===== config.mk =====
export PLATFORM = sky130hd
export DESIGN_NAME = pipe_stage_chain_flat
export DESIGN_NICKNAME = d
export VERILOG_FILES = /design/src/rtl/pipe_pkg.sv /design/src/rtl/pipe_stage_chain_if.sv /design/src/rtl/pipe_stage.sv /design/src/rtl/pipe_stage_chain.sv /design/src/flat_wrapper.sv
export SDC_FILE = /design/constraint.sdc
export NUM_CORES = 1
export LEC_CHECK = 0
export CAP_MARGIN = 20
export CORE_ASPECT_RATIO = 0.8
export CORE_MARGIN = 10
export CORE_UTILIZATION = 50
export DETAILED_ROUTE_END_ITERATION = 10
export PLACE_DENSITY = 0.92
export SLEW_MARGIN = 20
export SYNTH_ARGS = -nofsm -noshare
export SYNTH_HDL_FRONTEND = slang
export SYNTH_SLANG_ARGS = --single-unit

===== constraint.sdc =====
create_clock -name clk -period 6.28 [get_ports clk]
set_input_delay 1.256 -clock clk [delete_from_list [all_inputs] [get_ports clk]]
set_output_delay 1.256 -clock clk [all_outputs]
set_load 0.05 [all_outputs]

===== src/rtl/pipe_pkg.sv =====
// Shared defaults and helpers for the generic pipeline-register chain.
package pipe_pkg;

    localparam int DEF_DATA_W = 32;
    localparam int DEF_STAGES = 4;
    localparam int DEF_CNT_W  = 16;

    // Increment that sticks at the all-ones value of a counter `width` bits wide (width <= 32).
    function automatic logic [31:0] sat_inc(input logic [31:0] value, input int unsigned width);
        logic [31:0] max_val;
        max_val = (width >= 32) ? 32'hFFFF_FFFF : ((32'd1 << width) - 32'd1);
        return (value >= max_val) ? value : value + 32'd1;
    endfunction

endpackage


===== src/rtl/pipe_stage_chain_if.sv =====
// Data-path handshake of the pipeline chain: stage-0 input, last-stage consumer and stage taps.
interface pipe_stage_chain_if #(
    parameter int DATA_W = 32,
    parameter int STAGES = 4
);
    logic                     in_valid;
    logic [DATA_W-1:0]        in_data;
    logic                     in_ready;
    logic                     out_ready;
    logic [STAGES-1:0]        stage_valid;
    logic [STAGES*DATA_W-1:0] stage_data;

    modport master (
        output in_valid, in_data, out_ready,
        input  in_ready, stage_valid, stage_data
    );

    modport slave (
        input  in_valid, in_data, out_ready,
        output in_ready, stage_valid, stage_data
    );
endinterface


===== src/rtl/pipe_stage.sv =====
// One valid+payload pipeline register; flush beats hold beats bubble beats load.
module pipe_stage #(
    parameter int DATA_W = 32
) (
    input  logic              clk,
    input  logic              reset,
    input  logic              flush,
    input  logic              hold,
    input  logic              bubble,
    input  logic              load_valid,
    input  logic [DATA_W-1:0] load_data,
    output logic              valid,
    output logic [DATA_W-1:0] data
);

    logic              valid_reg;
    logic [DATA_W-1:0] data_reg;

    always_ff @(posedge clk or negedge reset) begin
        if (!reset) begin
            valid_reg <= 1'b0;
            data_reg  <= '0;
        end else if (flush || (!hold && bubble)) begin
            valid_reg <= 1'b0;
            data_reg  <= '0;
        end else if (!hold) begin
            // An empty slot always carries a zero payload so a bubble decodes as NOP.
            valid_reg <= load_valid;
            data_reg  <= load_valid ? load_data : '0;
        end
    end

    assign valid = valid_reg;
    assign data  = data_reg;

endmodule


===== src/rtl/pipe_stage_chain.sv =====
// Generic pipeline-register chain with stall/flush/backpressure and saturating counters.
module pipe_stage_chain
    import pipe_pkg::*;
#(
    parameter int DATA_W = DEF_DATA_W,
    parameter int STAGES = DEF_STAGES,
    parameter int CNT_W  = DEF_CNT_W
) (
    input  logic              clk,
    input  logic              reset,
    pipe_stage_chain_if.slave bus,
    input  logic [STAGES-1:0] stall,
    input  logic [STAGES-1:0] flush,
    input  logic              cnt_clear,
    output logic [CNT_W-1:0]  stall_cnt,
    output logic [CNT_W-1:0]  retire_cnt
);

    localparam int LAST = STAGES - 1;

    logic [STAGES-1:0] hold;
    logic [STAGES-1:0] bubble;
    logic [STAGES-1:0] valid_vec;
    logic [DATA_W-1:0] data_arr [STAGES];
    logic              retire_fire;
    logic [CNT_W-1:0]  stall_cnt_reg;
    logic [CNT_W-1:0]  retire_cnt_reg;

    // Hold propagates upstream; flush deliberately plays no part in it.
    always_comb begin
        hold       = '0;
        hold[LAST] = stall[LAST] | (valid_vec[LAST] & ~bus.out_ready);
        for (int i = LAST - 1; i >= 0; i--) begin
            hold[i] = stall[i] | hold[i + 1];
        end
    end

    always_comb begin
        bubble = '0;
        for (int i = 1; i < STAGES; i++) begin
            bubble[i] = hold[i - 1];
        end
    end

    for (genvar gi = 0; gi < STAGES; gi++) begin : g_stage
        logic              load_valid;
        logic [DATA_W-1:0] load_data;

        if (gi == 0) begin : g_first
            assign load_valid = bus.in_valid;
            assign load_data  = bus.in_data;
        end else begin : g_rest
            assign load_valid = valid_vec[gi - 1];
            assign load_data  = data_arr[gi - 1];
        end

        pipe_stage #(
            .DATA_W(DATA_W)
        ) u_stage (
            .clk       (clk),
            .reset     (reset),
            .flush     (flush[gi]),
            .hold      (hold[gi]),
            .bubble    (bubble[gi]),
            .load_valid(load_valid),
            .load_data (load_data),
            .valid     (valid_vec[gi]),
            .data      (data_arr[gi])
        );
    end

    always_comb begin
        bus.stage_data = '0;
        for (int i = 0; i < STAGES; i++) begin
            bus.stage_data[i*DATA_W +: DATA_W] = data_arr[i];
        end
    end

    assign bus.stage_valid = valid_vec;
    assign bus.in_ready    = ~hold[0];
    assign retire_fire     = valid_vec[LAST] & ~hold[LAST] & ~flush[LAST];

    always_ff @(posedge clk or negedge reset) begin
        if (!reset) begin
            stall_cnt_reg  <= '0;
            retire_cnt_reg <= '0;
        end else if (cnt_clear) begin
            stall_cnt_reg  <= '0;
            retire_cnt_reg <= '0;
        end else begin
            if (hold[0]) begin
                stall_cnt_reg <= CNT_W'(sat_inc(32'(stall_cnt_reg), CNT_W));
            end
            if (retire_fire) begin
                retire_cnt_reg <= CNT_W'(sat_inc(32'(retire_cnt_reg), CNT_W));
            end
        end
    end

    assign stall_cnt  = stall_cnt_reg;
    assign retire_cnt = retire_cnt_reg;

endmodule


===== src/flat_wrapper.sv =====
// flat-port wrapper written by rule: the top's interface ports become plain ports
module pipe_stage_chain_flat import pipe_pkg::*;
#(
    parameter int DATA_W = DEF_DATA_W,
    parameter int STAGES = DEF_STAGES,
    parameter int CNT_W  = DEF_CNT_W
)
  (clk, reset, stall, flush, cnt_clear, stall_cnt, retire_cnt, bus_in_valid, bus_in_data, bus_out_ready, bus_in_ready, bus_stage_valid, bus_stage_data);
  pipe_stage_chain_if #(.DATA_W(DATA_W), .STAGES(STAGES)) bus_i ();
  input  logic clk;
  input  logic reset;
  input  logic [STAGES-1:0] stall;
  input  logic [STAGES-1:0] flush;
  input  logic cnt_clear;
  output logic [CNT_W-1:0] stall_cnt;
  output logic [CNT_W-1:0] retire_cnt;
  input wire logic [$bits(bus_i.in_valid)-1:0] bus_in_valid;
  input wire logic [$bits(bus_i.in_data)-1:0] bus_in_data;
  input wire logic [$bits(bus_i.out_ready)-1:0] bus_out_ready;
  output wire logic [$bits(bus_i.in_ready)-1:0] bus_in_ready;
  output wire logic [$bits(bus_i.stage_valid)-1:0] bus_stage_valid;
  output wire logic [$bits(bus_i.stage_data)-1:0] bus_stage_data;
  assign bus_i.in_valid = bus_in_valid;
  assign bus_i.in_data = bus_in_data;
  assign bus_i.out_ready = bus_out_ready;
  assign bus_in_ready = bus_i.in_ready;
  assign bus_stage_valid = bus_i.stage_valid;
  assign bus_stage_data = bus_i.stage_data;
  pipe_stage_chain #(.DATA_W(DATA_W), .STAGES(STAGES), .CNT_W(CNT_W)) u_core (.clk(clk), .reset(reset), .bus(bus_i), .stall(stall), .flush(flush), .cnt_clear(cnt_clear), .stall_cnt(stall_cnt), .retire_cnt(retire_cnt));
endmodule

Word level (Yosys, flattened, before mapping)

Index checks and enable logic that the tools add are counted.

Register bits after elaboration: 164
Bits of input ports: 45
Output and inout port bits: 165
Logic and storage cells: 70

Add/sub/neg operators: 2
Magnitude comparators: 2
Eq/ne operators: 6
Mux-type cells: 26
Bitwise logic cells: 11
Reductions and logical operators: 13

Operator list:

| operator                                                   | number |
|---|---|
| two-way mux 32 bit                                         | 12 |
| two-way mux 16 bit                                         | 6 |
| adder 16 x 1 -> 16 bit (second input constant)             | 2 |
| greater-or-equal comparator 16 bit (second input constant) | 2 |
| two-way mux 1 bit                                          | 8 |
| inequality test 2 x 1 -> 1 bit (second input constant)     | 3 |
| inequality test 2 bit (second input constant)              | 3 |
| NOT 1 bit                                                  | 4 |
| bitwise OR 1 bit                                           | 4 |
| AND reduction 2 bit                                        | 2 |
| nonzero test 2 bit                                         | 2 |
| AND 1 bit                                                  | 3 |
| logical AND 1 bit                                          | 3 |
| zero test 1 bit                                            | 3 |
| logical OR 1 bit                                           | 3 |

Longest topological paths before layout

Gate-level depths: netlist (run 1).

Depth after elaboration: 9
Mapped depth: 7
Gate-level depth less buffers: 6

Cells and area by module

From an unflattened synthesis (run 1), not the netlist that was laid out.

Cells, all modules: 793
Area total of the unflattened synthesis: 8169.1 µm²

By module, submodules not included:

| module           | instances | cells an instance | area an instance (µm²) | seq. area each (µm²) |
|---|---|---|---|---|
| pipe_stage       | 4         | 149               | 1574.0                 | 825.8 |
| pipe_stage_chain | 1         | 197               | 1873.0                 | 800.8 |

Worst setup path before layout (run 1)

No wires, ideal clock.

Path type: in2out
Start point: input stall[3]
End point: output bus_in_ready
Arrival: 2.071 ns
Data required time: 5.024 ns
Setup slack: 2.953 ns
Stages: 3
Path buffers: 0
Cell sequence: nor2_1 -> nand3_2 -> inv_1

Cells in the longest elaborated chain, start to end: 5

RTL lines:

| item                          | line                   | RTL |
|---|---|---|
| from (decl)                   | flat_wrapper.sv:12     | `input logic [STAGES-1:0] stall;` |
| bitwise OR 1 bit              | pipe_stage_chain.sv:32 | `hold[LAST] = stall[LAST] \| (valid_vec[LAST] & ~bus.out_ready);` |
| bitwise OR 1 bit (3 in a row) | pipe_stage_chain.sv:34 | `hold[i] = stall[i] \| hold[i + 1];` |
| NOT 1 bit                     | pipe_stage_chain.sv:80 | `assign bus.in_ready = ~hold[0];` |
| to (decl)                     | flat_wrapper.sv:20     | `output wire logic [$bits(bus_i.in_ready)-1:0] bus_in_ready;` |

Every way passes these cells.

Worst setup path after layout (run 1)

Ends and elaborated chain as after synthesis.

==> results of run 1 <==
-- per-layer routing --
| metal | routed length [um] | track usage [%] |
|---|---|---|
| met4 | 548 | 10.3 |
| met1 | 7730 | 25.7 |
| met5 | 0 | 0 |
| met2 | 10500 | 36.3 |
| met3 | 1490 | 6.74 |
-- final cells by class --
cell class | instances | area, um^2 | share of cell area (%)
inverters | 6 | 22.5 | 0.241
clock buffers | 18 | 439 | 4.70
diodes | 3 | 7.51 | 0.0804
well taps | 175 | 219 | 2.34
flip-flops and latches | 164 | 4100 | 43.9
repair buffers | 217 | 2150 | 23.1
clock inverters | 14 | 164 | 1.76
multi-input cells | 291 | 2230 | 23.9
-- critical path: stages --
cell and delay (ps):
clkdlybuf4s50_1 460, nor2_1 390, nand3_2 340, inv_1 250, clkdlybuf4s50_1 840
-- metrics by stage --
step | std cells | setup slack, ps
2_1_floorplan | 496 | 2950
3_3_place_gp | 853 | 1600
3_5_place_dp | 853 | 1510
4_1_cts | 885 | 1510
5_1_grt | 888 | 1440
6_report | 888 | 1490
-- cells in the final DEF, fill, tap and decap left out, types with 3 or more instances in the layout --
cell,Yosys,layout
nor2_1,29,27
a21oi_1,12,10
nand2_1,13,13
dfrtp_1,164,164
clkdlybuf4s50_1,0,208
o211ai_1,3,3
clkbuf_16,0,17
nor3_1,9,9
a21o_1,4,4
or4_1,6,6
or3_1,4,4
xnor2_1,8,8
a31oi_1,3,3
diode_2,0,3
inv_6,0,5
xor2_1,7,7
o31ai_1,4,4
a22o_1,128,128
o21ai_0,3,3
and3_1,3,3
nand3_1,12,12
buf_4,4,8
nor2b_1,3,3
nor4_1,9,9
a211oi_1,3,3
inv_1,6,6
nor2_2,1,3
-- cell families after synthesis --
| logic type | share of synthesized area, % |
|---|---|
| AND/OR/NAND/NOR | 8.69 |
| multiplexers | 0.542 |
| adder cells (fa/ha/maj) | 0.387 |
| XOR/XNOR | 2.03 |
| AO/OA/AOI/OAI | 22.0 |
| buffers and inverters | 2.81 |
| flip-flops | 63.5 |
-- report_power, final --
group / internal [uW] / switching [uW] / total, uW
logic: 40.5 / 74.4 / 115
registers: 1060 / 5.11 / 1070
clock network: 610 / 444 / 1050
total: 1710 / 524 / 2230
-- final timing paths --
| path | to | depth (start not counted) | slack (ps) | from |
|---|---|---|---|---|
| worst max-delay path | bus_in_ready | 5 | 1490 | stall[3] |
| worst min-delay path | u_core.g_stage[3].u_stage.data[0] | 1 | 510 | u_core.g_stage[3].u_stage.data[0] |
| worst max register to register | u_core.retire_cnt[7] | 6 | 4030 | u_core.retire_cnt[0] |
| worst min register to register | u_core.g_stage[3].u_stage.data[0] | 1 | 510 | u_core.g_stage[3].u_stage.data[0] |
| max in group asynchronous | u_core.retire_cnt[1] | 2 | 4070 | reset |
| min in group asynchronous | u_core.g_stage[3].u_stage.data[8] | 1 | 950 | reset |
==> impl_metrics.csv, run 1 <==
group,metric,value,unit
cells_and_area,largest_register_ffs,128,
logic_synthesis,synth-edff-count,0,
clocking,post_cts_resized,0,
clocking,cts_num_sinks,164,
power_and_ir_drop,p_leak,0.00409,uW
sta,hold_viol_final,0,
sta,clock_skew,11.0,ps
global_routing,grtUsageTotal,21.8,%
route,routed_via_density,5.97,
floorplanning,num_rows,37,
route,ant_nets,0,
logic_synthesis,synth_common_cells,"164 x dfrtp_1, 128 x a22o_1, 29 x nor2_1",
logic_synthesis,synth_area,6460,um^2
sta,slew_headroom,29.8,%
global_routing,grt_overflow,0,
floorplanning,initial_core_util,50.6,%
logic_synthesis,yosys_register_bits,164,
logic_synthesis,synth.most_common_cell,"dfrtp_1",
power_and_ir_drop,vdd_drop_max,178,uV
cells_and_area,nFillCells,862,
sta,drv_slew,0,
flow_run,drv_cap,0,
clocking,post-cts-setup-buffers,0,
placement,place_area,8730,um^2
clocking,htreeDepth,4,
sta,timing.fmax,209,MHz
floorplanning,design.die.area,17900,um^2
route,drc,0,
logic_synthesis,synth_warnings,0,
power_and_ir_drop,total_power,2230,uW
placement,gp_congestion,0.869,
placement,hpwl,14.2,mm
logic_synthesis,synth_top_flop_cell,"dfrtp_1",
route,dr.first_iter.drc_count,305,
global_routing,grt_antenna_before_repair,3,
logic_synthesis,yosys-top-cells-area,"dfrtp_1 64%, a22o_1 17%, nor2_1 1.7%",
clocking,cts_root_buf,"clkbuf_16",
clocking,path_clk_slew,60,ps
route,num_vias,5298,
sta,setup_violations,0,
global_routing,grt_pass1_wl,31.1,mm
clocking,clk_latency,410,ps
sta,min_period,4790,ps
clocking,cts_tree,"done",
floorplanning,io_pins,210,
critical_path,end_kind,"output port",
cells_and_area,final_util,73.1,%
global_routing,grt_max_degree,111,
route,drt_wl_total,20.2,mm
min_path,hp-class,"reg -> reg",
route,first_pass_iters,7,
power_and_ir_drop,p_per_area,239,nW/um^2
cells_and_area,syn_to_final_growth,44.5,%
critical_path,worst_ep_required_time,5020,ps
critical_path,path_class,"in -> out",
critical_path,critPathMaxFanout,6,
logic_synthesis,netlist_instances,496,
placement,port_buffers,209,
logic_synthesis,syn_nets,543,
critical_path,start_kind,"primary input",
sta,grt_setup_unrepaired,"no",
sta,tns,0,ps
logic_synthesis,seq_area_frac_synth,63.5,%
logic_synthesis,synth-async-reset-ratio,100,%
sta,post-route-period-util,76.3,%
sta,hold_ws,507,ps
sta,worstMarginPinSlew,1050,ps
logic_synthesis,synth_top_area_share,63.5,%
clocking,ctsHoldBuffers,0,
cells_and_area,final_nets,744,
global_routing,grt_pass1_vias,5401,
floorplanning,die_y,122,um
critical_path,arrival,3530,ps
status,outcome,"finished, final reports clean",
route,wire_per_inst,22.8,um
clocking,cts_buffers,17,
logic_synthesis,yosysUniqueCellTypes,46,
cells_and_area,layout-drive-gt1-share,8.17,%
floorplanning,die_w,147,um
logic_synthesis,syn_area_per_cell,13.0,um^2
floorplanning,core,12800,um^2
cells_and_area,fin_area,9340,um^2
clocking,cts.path.max_buffers,2,
logic_synthesis,yosysTopAreaCell,"dfrtp_1",
No activity file was read; power rests on OpenSTA's default activity.
==> inputs of run 2 (changes only) <==
--- a/config.mk
+++ b/config.mk
@@ -8,9 +8,9 @@
 export CAP_MARGIN = 20
 export CORE_ASPECT_RATIO = 0.8
 export CORE_MARGIN = 10
-export CORE_UTILIZATION = 50
+export CORE_UTILIZATION = 46
 export DETAILED_ROUTE_END_ITERATION = 10
-export PLACE_DENSITY = 0.92
+export PLACE_DENSITY = 0.86
 export SLEW_MARGIN = 20
 export SYNTH_ARGS = -nofsm -noshare
 export SYNTH_HDL_FRONTEND = slang
==> constraint.sdc (replaced) <==
create_clock -name clk -period 4.75 [get_ports clk]
set_input_delay 0.95 -clock clk [delete_from_list [all_inputs] [get_ports clk]]
set_output_delay 0.95 -clock clk [all_outputs]
set_load 0.05 [all_outputs]
==> run 2 against run 1 <==
Combinational power rose by 34%. Routed wire length down 1.0%. Clock power rose by 41%. Non-clock buffer count is the same. Total power increased by 36%. Sequential power increased by 32%. Sequential share of layout area decreased by 0.26 points. First-iteration DRC count shrank 0.98%. Clock skew fell by 2.6 ps. Critical path type unchanged. Highest routed layer unchanged.
==> impl_metrics.csv, run 2 (synthesized netlist as in run 1, its figures left out) <==
group,metric,value,unit
cells_and_area,syn_to_final_growth,45.4,%
cells_and_area,layout-drive-gt1-share,8.17,%
sta,drv_slew,0,
route,top_layer,"met4",
clocking,cts.path.max_buffers,2,
route,drt-met1-wl,8.03,mm
sta,post-route-period-util,87.8,%
clocking,path_clk_slew,60,ps
placement,gp_congestion,0.855,
sta,hold_ws,505,ps
route,first_pass_iters,4,
power_and_ir_drop,vdd_drop_max,263,uV
route,dr.first_iter.drc_count,302,
route,routed_via_density,5.89,
critical_path,rrSetupSlack,2470,ps
critical_path,critPathMaxFanout,6,
clocking,post_cts_resized,0,
clocking,post-cts-setup-buffers,0,
power_and_ir_drop,p_clk_share,48.7,%
status,outcome,"finished, final reports clean",
route,ant_nets,0,
cells_and_area,layout.cells.most_common_list,"208 x clkdlybuf4s50_1, 164 x dfrtp_1, 128 x a22o_1",
sta,worstMarginPinSlew,1040,ps
global_routing,grtUsageTotal,20.7,%
clocking,cts_tree,"done",
sta,timing.fmax,240,MHz
cells_and_area,largest_register_ffs,128,
clocking,htreeDepth,4,
floorplanning,die_w,153,um
critical_path,regToRegEndpoint,"u_core.retire_cnt[7]",
power_and_ir_drop,comb_power_share,5.0,%
floorplanning,design.die.area,19200,um^2
clocking,cts_num_sinks,164,
power_and_ir_drop,p_sw,692,uW
min_path,hp-class,"reg -> reg",
route,wl_met3,1.89,mm
global_routing,grt_pass1_vias,5505,
global_routing,grt_overflow,0,
clocking,clk_latency,410,ps
sta,slew_headroom,30.3,%
placement,port_buffers,209,
clocking,ctsHoldBuffers,0,
critical_path,path_cells,"clkdlybuf4s50_1 > nor2_1 > nand3_2 > inv_1 > clkdlybuf4s50_1",
critical_path,path_common_cell,"clkdlybuf4s50_1",
power_and_ir_drop,p_leak,0.00411,uW
global_routing,grt_max_degree,86,
flow_run,drv_cap,0,
power_and_ir_drop,intPower,2350,uW
min_path,worstHoldPathCells,1,
sta,min_period,4170,ps
critical_path,start_kind,"primary input",
sta,hold_viol_final,0,
min_path,min-delay-start,"u_core.g_stage[3].u_stage.data[8]",
critical_path,r2r_start,"u_core.retire_cnt[0]",
cells_and_area,final_nets,744,
floorplanning,io_pins,210,
sta,setup_violations,0,
critical_path,end_kind,"output port",
critical_path,critPathMaxStageDelay,840,ps
critical_path,arrival,3220,ps
critical_path,critPathSlowestCell,"clkdlybuf4s50_1",
critical_path,path_class,"in -> out",
cells_and_area,diodes,0,
critical_path,worst_ep_required_time,3800,ps
route,wire_per_inst,22.5,um
floorplanning,initial_core_util,47.4,%
power_and_ir_drop,p_per_area,324,nW/um^2
sta,tns,0,ps
floorplanning,num_rows,38,
route,drc,0,
power_and_ir_drop,switching_share,22.7,%
placement,hpwl,14.2,mm
floorplanning,core,13600,um^2
route,drt_wl_total,20.0,mm
global_routing,grt_antenna_before_repair,0,
min_path,hold_path_end,"u_core.g_stage[3].u_stage.data[8]",
route,met2_length,9.74,mm
sta,grt_setup_unrepaired,"no",
power_and_ir_drop,seqPwrFrac,46.3,%
clocking,cts_root_buf,"clkbuf_16",
clocking,cts_buffers,17,
cells_and_area,final_common_cell,"clkdlybuf4s50_1",
sta,clock_skew,8.42,ps
critical_path,reg2reg_depth,6,
floorplanning,die_y,126,um
global_routing,grt_pass1_wl,32.2,mm
route,num_vias,5246,
## run 2: changes by cell type in the layout (fill, tap and decap cells not counted)
cell        before  now
bufinv_16        2    4
buf_4            8    7
diode_2          3    0
nor2_4           0    1
clkinvlp_4       2    3
clkbuf_8         1    0
buf_12           0    1
inv_6            5    4
nor2_2           3    2
clkinv_2         1    0
## run 2: layout make-up
type,count,area [um^2]
clock inverter,15,218
sequential,164,4100
multi-input combinational,291,2230
timing repair buffer,217,2170
clock buffer,17,425
tap,180,225
fill,940,4250
inverter,6,22.5
## run 2: power by group through the flow
stage / clock (uW) / sequential [uW] / combinational, uW
after floorplan: 0 / 1450 / 36.2
after global placement: 0 / 1430 / 151
after detailed placement: 0 / 1440 / 156
after CTS: 1510 / 1410 / 156
after global routing: 1570 / 1410 / 167
final: 1480 / 1410 / 154
## run 2: per-layer routing
layer	GRT usage, %	vias up
met3	8.30	26
met2	33.7	275
met1	24.9	2649
met4	6.49	0
met5	0	-
li1	-	2296
## run 2: worst max-delay path, delay by kind of cell
kind	cells	cell delay [ps]
and+or+nand+nor	2	720
buffers and inverters	3	1550
## run 2: worst max-delay path by stage
stage | start | end | slack (ps) | cells past startpoint
floorplan | stall[3] | bus_in_ready | 2040 | 3
global placement | stall[3] | bus_in_ready | 720 | 5
detailed placement | stall[3] | bus_in_ready | 600 | 5
CTS | stall[3] | bus_in_ready | 600 | 5
global route | stall[3] | bus_in_ready | 510 | 5
finish | stall[3] | bus_in_ready | 580 | 5
## run 2: stage by stage
step           total power (uW)  setup slack [ps]  cells  utilization (%)  instance area, um^2
2_1_floorplan              1490              2040    496                -                 6460
3_3_place_gp               1590               717    858             64.1                 8750
3_5_place_dp               1590               602    858             64.1                 8750
4_1_cts                    3070               600    890             68.9                 9400
5_1_grt                    3150               512    890             68.9                 9400
6_report                   3040               578    890             68.9                 9400
==> inputs of run 3 (changes only) <==
--- a/config.mk
+++ b/config.mk
@@ -9,6 +9,7 @@
 export CORE_ASPECT_RATIO = 0.8
 export CORE_MARGIN = 10
 export CORE_UTILIZATION = 46
+export CTS_CLUSTER_DIAMETER = 60
 export DETAILED_ROUTE_END_ITERATION = 10
 export PLACE_DENSITY = 0.86
 export SLEW_MARGIN = 20
==> results of run 3 <==
Final layout, timing and power as in run 2 (identical DEF).
==> RTL edit 1, RTL diff (settings of run 3) <==
Change the package constant `DEF_STAGES` from 4 to 8.
--- a/src/rtl/pipe_pkg.sv
+++ b/src/rtl/pipe_pkg.sv
@@ -3,5 +3,5 @@
 
     localparam int DEF_DATA_W = 32;
-    localparam int DEF_STAGES = 4;
+    localparam int DEF_STAGES = 8;
     localparam int DEF_CNT_W  = 16;
 
Ports: changed (resized bus_stage_data, bus_stage_valid, flush and stall); port bits go from 210 to 350. The function was not compared with the original's and may differ.
==> RTL edit 1 against run 3 <==
Sequential share of layout area increased by 2.2 points; power increased by 65%; register-to-register slack got worse by 220 ps; setup slack improved by 240 ps; combinational power increased by 23%; routed wire length increased by 81%; area after synthesis increased by 76%; clock skew increased by 5.2 ps; via count increased by 67%; sequential cell count increased by 132; design area increased by 72%; clock power increased by 56%.
==> RTL edit 1: results (changes against run 3) <==
cts:
  clk_latency_ps: 550  # +140 ps
  post_cts_buffers: 0  # unchanged
  clock_path_buffers: 3  # +1
  cts_buffers: 31  # +14
  h-tree-depth: 1  # -3
pwr:
  seq_power_mw: 2.53  # +79%
  total_power_mw: 5.03  # +65%
  ir_worst_vdd_uv: 246  # -6.4%
  pwr-share-comb_pct: 3.8  # -1.2 points
  internal-power_mw: 3.90  # +66%
  p_leak_nw: 7.22  # +76%
placement:
  dp_worst_setup_slack_ps: 797  # +195 ps
  place_area_um2: 15100  # +73%
  place_inst: 1434  # +67%
  port_buffers: 349  # +67%
  gp_congestion: 0.907  # +6.1%
  dp_hpwl_mm: 26.7  # +89%
grt:
  gr-usage-met1_pct: 29.5  # +4.6 points
  grt_pass1_vias: 8992  # +63%
  track_usage_pct: 22.2  # +1.4 points
  met3_usage_pct: 5.26  # -3.0 points
  grt_pass1_wl_mm: 56.5  # +75%
  grt_max_degree: 138  # +60%
  met2_usage_pct: 34.3  # +0.59 points
hold_path:
  hold_class: "in -> async"
route:
  routed_wl_mm: 36.2  # +81%
  dr_wl_met2_mm: 17.0  # +74%
  first_iter_violations: 608  # +100%
  wl_per_cell_um: 24.3  # +8.0%
  wl_met1_mm: 15.2  # +89%
  wl_met3_mm: 2.58  # +37%
  drtPass1Iterations: 5  # +1
  vias: 8754  # +67%
worst_setup_path:
  crit_fanout: 6  # unchanged
  r2r-start: "u_core.g_stage[7].u_stage.valid"
  slowest_delay_ps: 550  # -290 ps
  cpMaxStageDelayCell: "nand4_1"
  rrSetupSlack_ps: 2250  # -220 ps
  reg2reg_to: "u_core.stall_cnt[13]"
  cp-startpoint: "stall[5]"
  crit_arrival_ps: 2980  # -240 ps
  crit_family: "simple AND/OR/NAND/NOR gates"
sta:
  post-route-period-util_pct: 82.8  # -5.1 points
  worst_pin_slew_ps: 981  # -62.0 ps
  skew_ps: 13.6  # +5.22 ps
  holdWs_ps: 271  # -234 ps
synth:
  syn-num-nets: 879  # +62%
  ys_types: 48  # +4.3%
  yosys_most_used_dff: "dfrtp_1"
  syn_avg_cell_area_um2: 13.8  # +6.1%
  ys_seq_area_share_pct: 65.0  # +1.5 points
  synthTopCellsByCount: "296 x dfrtp_1, 256 x a22o_1, 38 x clkbuf_1"
  yosys-top-cells-area: "dfrtp_1 65%, a22o_1 20%, mux2_2 1.6%, clkbuf_1 1.3%, nor2b_1 0.88%"
  ys_async_sr_fraction_pct: 100  # unchanged
run_status:
  status: "finished clean"
cells_and_area:
  final_nets: 1205  # +62%
  largest_register_ffs: 256  # +100%
  drive_above_1_share_pct: 9.46  # +1.3 points
## RTL edit 1: cell types whose count changed in the layout (fill, tap and decap cells not counted), sizes merged, moves of 7 or more
cell / change
clkinv: +7
a22o: +128
dfrtp: +132
buf: +13
clkbuf: +22
clkdlybuf4s50: +138
or4: +7
nor3: -8
nand4: +9
nor2: -7
xnor2: -8
nor2b: +13
mux2: +15
xor2: -7
## RTL edit 1: layout make-up
| class | instances | area, um^2 |
|---|---|---|
| clock inverters | 17 | 135 |
| fillers | 1732 | 8240 |
| multi-input cells | 449 | 3640 |
| repair buffers | 368 | 3690 |
| inverters | 4 | 15.0 |
| flip-flops and latches | 296 | 7410 |
| clock buffers | 39 | 846 |
| well taps | 318 | 398 |
## RTL edit 1: kinds of logic after synthesis
| group | synth area share (%) |
|---|---|
| fa+ha+maj | 0.220 |
| compound gates | 22.6 |
| flops | 65.0 |
| buf+inv | 3.68 |
| simple gates | 6.80 |
| mux | 1.67 |
==> RTL edit 2, RTL diff (config.mk and constraints of run 3) <==
Without the edit above. Register the output `retire_cnt` once more, cleared by the reset; this adds one clock of latency there. The other outputs are not delayed to match.
--- a/src/rtl/pipe_stage_chain.sv
+++ b/src/rtl/pipe_stage_chain.sv
@@ -99,5 +99,11 @@
 
     assign stall_cnt  = stall_cnt_reg;
-    assign retire_cnt = retire_cnt_reg;
+    always_ff @(posedge clk or negedge reset) begin
+        if (!reset) begin
+            retire_cnt <= '0;
+        end else begin
+            retire_cnt <= retire_cnt_reg;
+        end
+    end
 
 endmodule
Check against the original RTL: not equivalent (a bounded check fails within 10 cycles, from zero or initial values and one cycle with reset low).
==> RTL edit 2 against run 3 <==
Sequential share of layout area is 2.5 points higher; sequential cell count up 16; area after synthesis up 7.2%; count of clock-buffer cells in the layout increased by 4; routed wire length is 0.29% higher; design area grew 3.9%; power down 0.58%; non-clock buffer count unchanged; largest cell class unchanged; setup slack better by 160 ps.
==> RTL edit 2: results (changes against run 3) <==
sta:
  slew-limit-headroom_pct: 31.4  # +1.1 points
  fin_ws_ps: 735  # +157 ps
placement:
  dp_hpwl_mm: 14.4  # +1.9%
  dp_worst_setup_slack_ps: 720  # +118 ps
  gp_congestion: 0.844  # -1.2%
  place_area_um2: 9200  # +5.1%
synth:
  ys_seq_area_share_pct: 65.0  # +1.5 points
  synthTopCellsByCount: "180 x dfrtp_1, 128 x a22o_1, 38 x nor2_1"
  yosys-top-cells-area: "dfrtp_1 65%, a22o_1 16%, nor2_1 2.1%, xnor2_1 2.0%, xor2_1 1.5%"
  ys_types: 48  # +4.3%
  syn_inst: 510  # +2.8%
pwr:
  p_leak_nw: 4.40  # +7.1%
  ir_worst_vdd_uv: 238  # -9.3%
grt:
  grt_pass1_vias: 5541  # +0.65%
  grt_max_degree: 97  # +13%
worst_setup_path:
  ff2ff_path_depth: 5  # -1
  crit_arrival_ps: 3070  # -150 ps
  crit_fanout: 13  # +7
  r2r-start: "u_core.g_stage[3].u_stage.valid"
cts:
  clk_latency_ps: 430  # +20 ps
run_status:
  status: "finished clean"
hold_path:
  min-delay-start: "u_core.retire_cnt_reg[15]"
cells_and_area:
  drive_above_1_share_pct: 9.28  # +1.1 points
route:
  drtPass1Iterations: 5  # +1
  routed_wl_mm: 20.1  # +0.29%
[RTL edit 2: final cells by class]
class	instances	area, um^2
multi-input combinational	292	2290
clock inverter	11	103
timing repair buffer	217	2170
clock buffer	21	460
sequential	180	4500
tap	189	236
fill	1081	5150
inverter	1	3.75
[RTL edit 2: cell families after synthesis]
group                      Yosys count  synth area share [%]
xor gates and xnor gates            28                  3.54
buffers and inverters               38                  2.58
DFF                                180                  65.0
muxes                                2                 0.361
AOI/OAI and AO/OA                  144                  17.8
and+or+nand+nor                    116                  10.4
adders and majority gates            2                 0.361
[RTL edit 2: through the flow]
step                power (mW)  hold slack, ps  utilization [%]
finish                    3.03             446             65.4
global route              3.14             459             65.4
CTS                       3.06             446             65.4
detailed placement        1.73             438             61.7
global placement          1.73             419             61.7
floorplan                 1.63             407                -
[RTL edit 2: routing by layer]
layer	track usage (%)	wire, um	vias up
met5	0	0	-
met4	5.38	167	0
met3	8.19	1950	14
met2	32.4	9800	233
met1	24.6	8170	2642
li1	-	-	2314
